<file path="src/rtl/dma_channel_arbiter.sv">
// Round-robin arbiter sharing one DMA load/store engine between NUM_CH requesting channels.
// Defining DMA_ARB_TIMEOUT_EN adds a BUSY-state watchdog that aborts a stalled transfer after TIMEOUT cycles.
module dma_channel_arbiter #(
    parameter int NUM_CH     = 4,
    parameter int ADDR_WIDTH = 12,
    parameter int SIZE_WIDTH = 8,
    parameter int MODE_WIDTH = 4,
    parameter int TIMEOUT    = 255
) (
    input  logic                         clk,
    input  logic                         rst,
    input  logic [NUM_CH-1:0]            req_valid,
    input  logic [NUM_CH*ADDR_WIDTH-1:0] req_addr,
    input  logic [NUM_CH*SIZE_WIDTH-1:0] req_size,
    input  logic [NUM_CH*MODE_WIDTH-1:0] req_mode,
    output logic [NUM_CH-1:0]            req_ack,
    output logic [NUM_CH-1:0]            done,
    output logic [NUM_CH-1:0]            err,
    output logic                         busy,
    output logic [$clog2(NUM_CH)-1:0]    grant_id,
    output logic                         eng_valid_in,
    output logic [ADDR_WIDTH-1:0]        eng_addr,
    output logic [SIZE_WIDTH-1:0]        eng_size,
    output logic [MODE_WIDTH-1:0]        eng_mode,
    input  logic                         eng_valid_out
);
    localparam int ID_W = $clog2(NUM_CH);

    typedef enum logic [1:0] {IDLE, BUSY, DONE} state_t;

    state_t                  state_reg, state_next;
    logic [ID_W-1:0]         rr_ptr_reg, grant_id_reg, winner, rr_next;
    logic [ADDR_WIDTH-1:0]   addr_reg;
    logic [SIZE_WIDTH-1:0]   size_reg, cnt_reg;
    logic [MODE_WIDTH-1:0]   mode_reg;
    logic                    err_reg;
    logic                    has_req, desc_ok, last_beat, timeout_hit;

    logic [ADDR_WIDTH-1:0]   addr_arr [NUM_CH];
    logic [SIZE_WIDTH-1:0]   size_arr [NUM_CH];
    logic [MODE_WIDTH-1:0]   mode_arr [NUM_CH];

    generate
        for (genvar gi = 0; gi < NUM_CH; gi++) begin : g_unpack
            assign addr_arr[gi] = req_addr[gi*ADDR_WIDTH +: ADDR_WIDTH];
            assign size_arr[gi] = req_size[gi*SIZE_WIDTH +: SIZE_WIDTH];
            assign mode_arr[gi] = req_mode[gi*MODE_WIDTH +: MODE_WIDTH];
        end
    endgenerate

    // Scan downward so the lowest offset from the pointer is the last (winning) assignment.
    always_comb begin
        int          idx;
        logic [ID_W-1:0] idx_w;
        winner = '0;
        for (int k = NUM_CH - 1; k >= 0; k--) begin
            idx = int'(rr_ptr_reg) + k;
            if (idx >= NUM_CH) begin
                idx = idx - NUM_CH;
            end
            idx_w = idx[ID_W-1:0];
            if (req_valid[idx_w]) begin
                winner = idx_w;
            end
        end
    end

    assign has_req   = |req_valid;
    assign desc_ok   = (size_arr[winner] != '0) &&
                       ((mode_arr[winner] == MODE_WIDTH'(1)) || (mode_arr[winner] == MODE_WIDTH'(2)));
    assign last_beat = eng_valid_out && (cnt_reg == size_reg - SIZE_WIDTH'(1));
    assign rr_next   = (grant_id_reg == ID_W'(NUM_CH - 1)) ? '0 : grant_id_reg + 1'b1;
    assign grant_id  = grant_id_reg;

`ifdef DMA_ARB_TIMEOUT_EN
    localparam int WD_W = $clog2(TIMEOUT + 1);
    logic [WD_W-1:0] wd_reg;
    assign timeout_hit = !eng_valid_out && (wd_reg == WD_W'(TIMEOUT - 1));

    always_ff @(posedge clk) begin
        if (rst || state_reg != BUSY || eng_valid_out) begin
            wd_reg <= '0;
        end else begin
            wd_reg <= wd_reg + 1'b1;
        end
    end
`else
    assign timeout_hit = 1'b0;
`endif

    always_comb begin
        state_next   = state_reg;
        req_ack      = '0;
        done         = '0;
        err          = '0;
        busy         = 1'b0;
        eng_valid_in = 1'b0;
        eng_addr     = '0;
        eng_size     = '0;
        eng_mode     = '0;
        case (state_reg)
            IDLE: begin
                // No handshake while reset is held: nothing would be latched.
                if (has_req && !rst) begin
                    req_ack[winner] = 1'b1;
                    state_next      = desc_ok ? BUSY : DONE;
                end
            end
            BUSY: begin
                busy         = 1'b1;
                eng_valid_in = 1'b1;
                eng_addr     = addr_reg;
                eng_size     = size_reg;
                eng_mode     = mode_reg;
                if (last_beat || timeout_hit) begin
                    state_next = DONE;
                end
            end
            DONE: begin
                done[grant_id_reg] = 1'b1;
                err[grant_id_reg]  = err_reg;
                state_next         = IDLE;
            end
            default: state_next = IDLE;
        endcase
    end

    always_ff @(posedge clk) begin
        if (rst) begin
            state_reg    <= IDLE;
            rr_ptr_reg   <= '0;
            grant_id_reg <= '0;
            addr_reg     <= '0;
            size_reg     <= '0;
            mode_reg     <= '0;
            cnt_reg      <= '0;
            err_reg      <= 1'b0;
        end else begin
            state_reg <= state_next;
            case (state_reg)
                IDLE: begin
                    if (has_req) begin
                        grant_id_reg <= winner;
                        addr_reg     <= addr_arr[winner];
                        size_reg     <= size_arr[winner];
                        mode_reg     <= mode_arr[winner];
                        err_reg      <= !desc_ok;
                        cnt_reg      <= '0;
                    end
                end
                BUSY: begin
                    if (eng_valid_out) begin
                        cnt_reg <= cnt_reg + 1'b1;
                    end
                    if (timeout_hit) begin
                        err_reg <= 1'b1;
                    end
                end
                DONE: begin
                    cnt_reg    <= '0;
                    rr_ptr_reg <= rr_next;
                end
                default: ;
            endcase
        end
    end
endmodule
</file>
<file path="config.mk">
export PLATFORM = sky130hd
export DESIGN_NAME = dma_channel_arbiter
export DESIGN_NICKNAME = d
export VERILOG_FILES = /design/src/rtl/dma_channel_arbiter.sv
export SDC_FILE = /design/constraint.sdc
export NUM_CORES = 1
export LEC_CHECK = 0
export ABC_AREA = 1
export CAP_MARGIN = 20
export CORE_UTILIZATION = 37
export DETAILED_ROUTE_END_ITERATION = 8
export GPL_TIMING_DRIVEN = 0
export PLACE_DENSITY = 0.68
export SETUP_SLACK_MARGIN = 0.05
export SYNTH_ARGS = -nofsm -noshare
export SYNTH_HDL_FRONTEND = slang
export SYNTH_SLANG_ARGS = --single-unit
export TNS_END_PERCENT = 100
</file>
<file path="constraint.sdc">
create_clock -name clk -period 2.45 [get_ports clk]
set_clock_uncertainty 0.05 [all_clocks]
set_input_delay 0.3675 -clock clk [delete_from_list [all_inputs] [get_ports clk]]
set_output_delay 0.3675 -clock clk [all_outputs]
set_load 0.01 [all_outputs]
</file>
==> results_dict.tcl, run 1 <==
set metrics [dict create \
    outcome "complete, no violations" \
    rows 33 \
    coreArea_um2 8260 \
    viasPerCell 4.84 \
    powerDensity_nw_per_um2 1090 \
    slew_violations 0 \
    syn_area_um2 3180 \
    worst_hold_slack_ns 0.459 \
    synth_nets 653 \
    grt_pass1_wl_um 17200 \
    finalCritPeriodShare 0.941 \
    grt_max_degree 13 \
    insertion_delay_ns 0.29 \
    clockBufferDepth 2 \
    fp.dieH_um 94.7 \
    fmax_mhz 434 \
    required_ns 2.03 \
    syn_area_per_cell_um2 5.85 \
    wl_per_cell_um 12.9 \
    worstHoldPathType "flop to flop" \
    start_util 0.385 \
    fin_ws_ns 0.145 \
    cp.buffers_inverters 4 \
    syn_to_final_growth_pct 59.7 \
    drive_above_1_share 0.138 \
    root_buffer "clkbuf_8" \
    overflow 0 \
    postRouteAntennaNets 0 \
    worst_slew_pin_slew_ns 0.518 \
    cp_common_cell "nand2_4" \
    post-place-ws_ns -1.36 \
    syn_inst 544 \
    relSlewSlack 0.655 \
    grt_pass1_vias 3802 \
    dieArea_um2 8970 \
    fin_nets 816 \
    crit_path_cell_trace "buf_6 > inv_4 > nand2_2 > nand3_2 > nand2_2 > nand3_4 > nand2_4 > nand2_4 > nand2_4 > buf_8 > nand2_1 > nor2_1 > buf_2" \
    cp-end-kind "output pin" \
    synth_cell_types 37 \
    critPathKind "flop to output pin" \
    drt-pass1-iter-count 4 \
    finalSetupViolCount 0 \
    seq_area_frac_synth 0.245 \
    vias 3931 \
    wl_um 10500 \
    largest_reg_flops 12 \
    placed_area_um2 4720 \
    ys_warn_count 0 \
    antenna_found_initial 0 \
    cts_buffers 5 \
    final_area_um2 5080 \
    boundaryPins 143 \
    ys_seq_elements 39 \
    fillCellCount 809 \
    die_x_um 94.7 \
    clkSinkCount 39 \
    arrival_ns 1.89 \
    gp_congestion 0.860 \
    slowest_stage "dfxtp_2" \
    io_buffer_count 141 \
    clk_pin_slew_worst_paths_ns 0.08 \
    power_leakage_nw 2.53 \
    critPathMaxFanout 7 \
    rsz0062_at_grt "yes" \
    max_stage_delay_ns 0.35 \
    drtIter0Drc 194 \
    cap_violations 0 \
    fin_util 0.615 \
    critPathTopFamily "simple AND/OR/NAND/NOR gates" \
    cts-htree-levels 2 \
    worst_ir_drop_vdd_uv 583 \
    antenna_cells 0 \
    hold_viol 0 \
    period_minus_slack_ns 2.31 \
    track_usage 0.244 \
    hpwl_um 8390 \
    route.detailed.drc 0 \
    cts_tree "built" \
    crit_path_start_kind "flop" \
]
## Yosys cell counts (all sizes together)
cell | n | area [um2]
nand2 | 171 | 689
inv | 96 | 365
o21ai | 57 | 289
nor2 | 47 | 196
dfxtp | 39 | 781
nand3 | 36 | 195
buf | 14 | 109
nand4 | 13 | 81.3
nor3 | 13 | 65.1
clkbuf | 12 | 48.8
a21oi | 11 | 58.8
ha | 6 | 75.1
xor2 | 6 | 52.6
xnor2 | 5 | 43.8
nor3b | 4 | 30.0
a211oi | 3 | 22.5
a22oi | 3 | 22.5
o211ai | 2 | 15.0
and2 | 1 | 8.76
and3 | 1 | 6.26
clkinv | 1 | 3.75
nand3b | 1 | 7.51
nor4 | 1 | 6.26
o221ai | 1 | 8.76
## final cells by class
type	count	area, um2	share of cell area
flip-flops and latches	39	785	0.154
clock buffers	7	96.3	0.0190
well taps	105	131	0.0258
inverters	97	369	0.0726
multi-input cells	382	1960	0.386
plain buffers	26	199	0.0391
repair buffers	156	1530	0.301
clock inverters	1	7.51	0.00148
## through the flow
| stage | power, mW | setup TNS [ns] | std cells |
|---|---|---|---|
| final | 5.52 | 0 | 813 |
| after global routing | 6.08 | 0 | 813 |
| after CTS | 5.35 | 0 | 806 |
| after detailed placement | 4.66 | -14.20 | 790 |
| after global placement | 4.60 | -12.65 | 790 |
| after floorplan | 3.55 | 0 | 544 |
## where the power goes
part / internal (mW) / switching (mW) / total (mW)
clock network: 0.256 / 0.230 / 0.486
logic: 1.67 / 2.35 / 4.02
registers: 0.866 / 0.144 / 1.01
total: 2.79 / 2.73 / 5.52
## metal layers
metal  global-route usage  routed length, um
met5                    0                  0
met4               0.0694                204
met3               0.0491                651
met2                0.458               5340
met1                0.276               4280
## cells in the final DEF (no fill, tap or decap), drive strengths merged
| master | count |
|---|---|
| dfxtp | 39 |
| dlymetal6s2s | 10 |
| nor3b | 4 |
| a21oi | 11 |
| o221ai | 1 |
| nor2 | 47 |
| a211oi | 3 |
| nand4 | 13 |
| and2 | 1 |
| nand2 | 171 |
| xor2 | 6 |
| inv | 96 |
| o21ai | 57 |
| nor4 | 1 |
| clkinv | 1 |
| o211ai | 2 |
| and3 | 1 |
| nor3 | 13 |
| xnor2 | 5 |
| a22oi | 3 |
| nand3b | 1 |
| buf | 32 |
| clkbuf | 20 |
| nand3 | 36 |
| clkinvlp | 1 |
| ha | 6 |
| clkdlybuf4s50 | 123 |
| dlygate4sd2 | 4 |
## cell families (layout without fill, tap and decap cells)
logic type      after synthesis  after routing  synth area share
xor+xnor                     11             11            0.0303
compound gates               77             77             0.131
fa+ha+maj                     6              6            0.0236
simple gates                288            288             0.404
buf+inv                     123            287             0.166
flops                        39             39             0.245
## worst min-delay path, delay by kind of cell, from the launching register on
kind	cells	cell delay, ns
flops	1	0.34
compound gates	1	0.10
buf+inv	1	0.05
## path summary, 6_finish.rpt
check | start | endpoint | slack (ns) | depth (start not counted)
worst min-delay path | addr_reg[6] | addr_reg[6] | 0.46 | 2
worst max register to register | rr_ptr_reg[0] | err_reg | 0.23 | 20
worst min register to register | addr_reg[6] | addr_reg[6] | 0.46 | 2
worst max-delay path | rr_ptr_reg[0] | req_ack[1] | 0.14 | 13
## timing repair
item	CTS	global route
endpoints found under the setup margin	40	42
cloned	0	1
pin swaps	3	13
hold buffers	0	0
setup buffers	8	6
resized for setup	45	32
(Power assumes the default switching activity.)
==> inputs of run 2 (changes only) <==
clock period = 2.2 ns   (was 2.45 ns; I/O delays follow)
==> run 2 against run 1 <==
Against the previous run:
- the flow now finishes with violations (negative setup slack)
- register-to-register slack got worse by 0.23 ns
- total power is 23% higher
- sequential power up 11%
- combinational power rose by 27%
- clock power rose by 12%
- worst hold slack improved by 0.0017 ns
- design area rose by 4.0%
- final cell count is 1.5% higher
- sequential share of layout area fell by 0.55 points
- critical endpoint is now req_ack[3]
- largest cell class unchanged
==> results_dict.tcl, run 2 (synthesis results as in run 1) <==
set metrics [dict create \
    relSlewSlack 0.634 \
    fillCellCount 786 \
    cts-hold-fix-buffers 0 \
    rr_worst_depth 22 \
    insertion_delay_ns 0.29 \
    vias 4032 \
    fin_nets 828 \
    critPathKind "flop to output pin" \
    power_mw 6.77 \
    cts_tree "built" \
    rsz0062_at_grt "yes" \
    finalCritPeriodShare 1.01 \
    wl_per_cell_um 13.3 \
    wl_um 11000 \
    dieArea_um2 8970 \
    hpwl_um 8390 \
    viasPerCell 4.89 \
    cts-htree-levels 2 \
    min_path_cells 2 \
    grt_pass1_vias 3956 \
    clockBufferDepth 2 \
    grt_max_degree 13 \
    finalSetupViolCount 2 \
    hold_viol 0 \
    root_buffer "clkbuf_8" \
    violations "negative setup slack" \
    drtIter0Drc 226 \
    reg2reg_from "rr_ptr_reg[0]" \
    clkSinkCount 39 \
    start_util 0.385 \
    worst_slew_pin_slew_ns 0.550 \
    antenna_cells 0 \
    arrival_ns 1.84 \
    grt_pass1_wl_um 17900 \
    antenna_found_initial 0 \
    layout_commonest_cell "nand2_1" \
    cts_buffers 5 \
    fin_setup_tns_ns -0.0372 \
    post-place-ws_ns -1.54 \
    required_ns 1.82 \
    route.detailed.drc 0 \
    fin_ws_ns -0.0186 \
    cap_violations 0 \
    fp.dieH_um 94.7 \
    crit_path_start_kind "flop" \
    postRouteAntennaNets 0 \
    io_buffer_count 141 \
    die_x_um 94.7 \
    final_cell_mix "nand2_1 (132), clkdlybuf4s50_1 (105), inv_1 (82)" \
    worst_hold_slack_ns 0.460 \
    cp-end-kind "output pin" \
    period_minus_slack_ns 2.22 \
    clk_pin_slew_worst_paths_ns 0.08 \
    drt-pass1-iter-count 5 \
    overflow 0 \
    outcome "complete, but fails checks" \
    fmax_mhz 451 \
    rr_endpoint "err_reg" \
    rows 33 \
    critPathMaxFanout 8 \
    worst_ir_drop_vdd_uv 769 \
    drive_above_1_share 0.196 \
    powerDensity_nw_per_um2 1280 \
    largest_reg_flops 12 \
    gp_congestion 0.860 \
    power_leakage_nw 2.74 \
    slew_violations 0 \
    syn_to_final_growth_pct 66.1 \
    r2r_slack_ns 0 \
    coreArea_um2 8260 \
    track_usage 0.254 \
    boundaryPins 143 \
    worstHoldPathType "flop to flop" \
    worstHoldEndpoint "addr_reg[6]" \
    holdCritStartpoint "addr_reg[6]" \
]
==> run 2: changes by cell type in the layout (fill, tap and decap cells not counted), moves of 9 or more <==
| cell | previous run | this run |
|---|---|---|
| nand2_1 | 153 | 132 |
| nand2_2 | 13 | 32 |
| clkdlybuf4s50_1 | 123 | 105 |
| dlygate4sd2_1 | 4 | 20 |
| buf_4 | 18 | 27 |
| o21ai_0 | 53 | 44 |
==> run 2: worst max-delay path: stages, from the launching register on <==
cell and delay [ns]:
dfxtp_2 0.34, buf_8 0.14, inv_8 0.05, nand2_4 0.06
nand3_2 0.09, nand2_2 0.09, nand3_4 0.10, nand2_4 0.09
nand2_4 0.06, nand2_4 0.09, buf_4 0.11, inv_2 0.05
nor3_2 0.13, buf_2 0.15
==> run 2: metrics by stage <==
stage           util  cell area [um2]  cells
3_5_place_dp   0.572             4720    790
3_3_place_gp   0.572             4720    790
6_report       0.640             5290    825
5_1_grt        0.640             5290    825
4_1_cts        0.628             5190    823
2_1_floorplan      -             3180    544
==> run 2: worst max path at each step <==
| stage | startpoint | end | slack (ns) |
|---|---|---|---|
| floorplan | req_valid[3] | req_ack[2] | 0.13 |
| global placement | req_valid[3] | req_ack[2] | -1.50 |
| detailed placement | req_valid[3] | req_ack[2] | -1.54 |
| CTS | rr_ptr_reg[0] | req_ack[0] | -0.02 |
| global route | rr_ptr_reg[0] | err_reg | -0.15 |
| finish | rr_ptr_reg[0] | req_ack[3] | -0.02 |
==> run 2: final cells by class <==
| class | instances | area, um2 | area share |
|---|---|---|---|
| well taps | 105 | 131 | 0.0249 |
| clock inverters | 1 | 7.51 | 0.00142 |
| plain buffers | 24 | 201 | 0.0381 |
| flip-flops and latches | 39 | 787 | 0.149 |
| repair buffers | 170 | 1640 | 0.310 |
| inverters | 97 | 374 | 0.0708 |
| clock buffers | 7 | 96.3 | 0.0182 |
| multi-input cells | 382 | 2050 | 0.388 |
==> run 2: where the power goes <==
part | total [mW] | switching [mW] | leakage [nW] | internal, mW
Combinational | 5.10 | 2.90 | 2.36 | 2.20
Sequential | 1.12 | 0.157 | 0.324 | 0.966
Clock | 0.544 | 0.259 | 0.0505 | 0.285
Total | 6.77 | 3.32 | 2.74 | 3.45
==> run 2: timing repair <==
| action | 4_1_cts | 5_1_grt |
|---|---|---|
| cloned | 1 | 1 |
| gates resized for setup | 112 | 38 |
| pin swaps | 24 | 6 |
| endpoints found under the setup margin | 64 | 37 |
| buffers inserted | 25 | 2 |
==> run 2: per-layer routing <==
metal,wire [um],track usage,vias up
met5,0,0,-
met4,189,0.0606,0
met3,683,0.0499,19
met2,5720,0.489,143
met1,4380,0.283,1822
li1,-,-,2048
==> inputs of run 3 (changes only) <==
TNS_END_PERCENT = default   (was 100)
==> results of run 3 <==
Same layout as run 2: the final DEF is identical, and so are final timing and power.
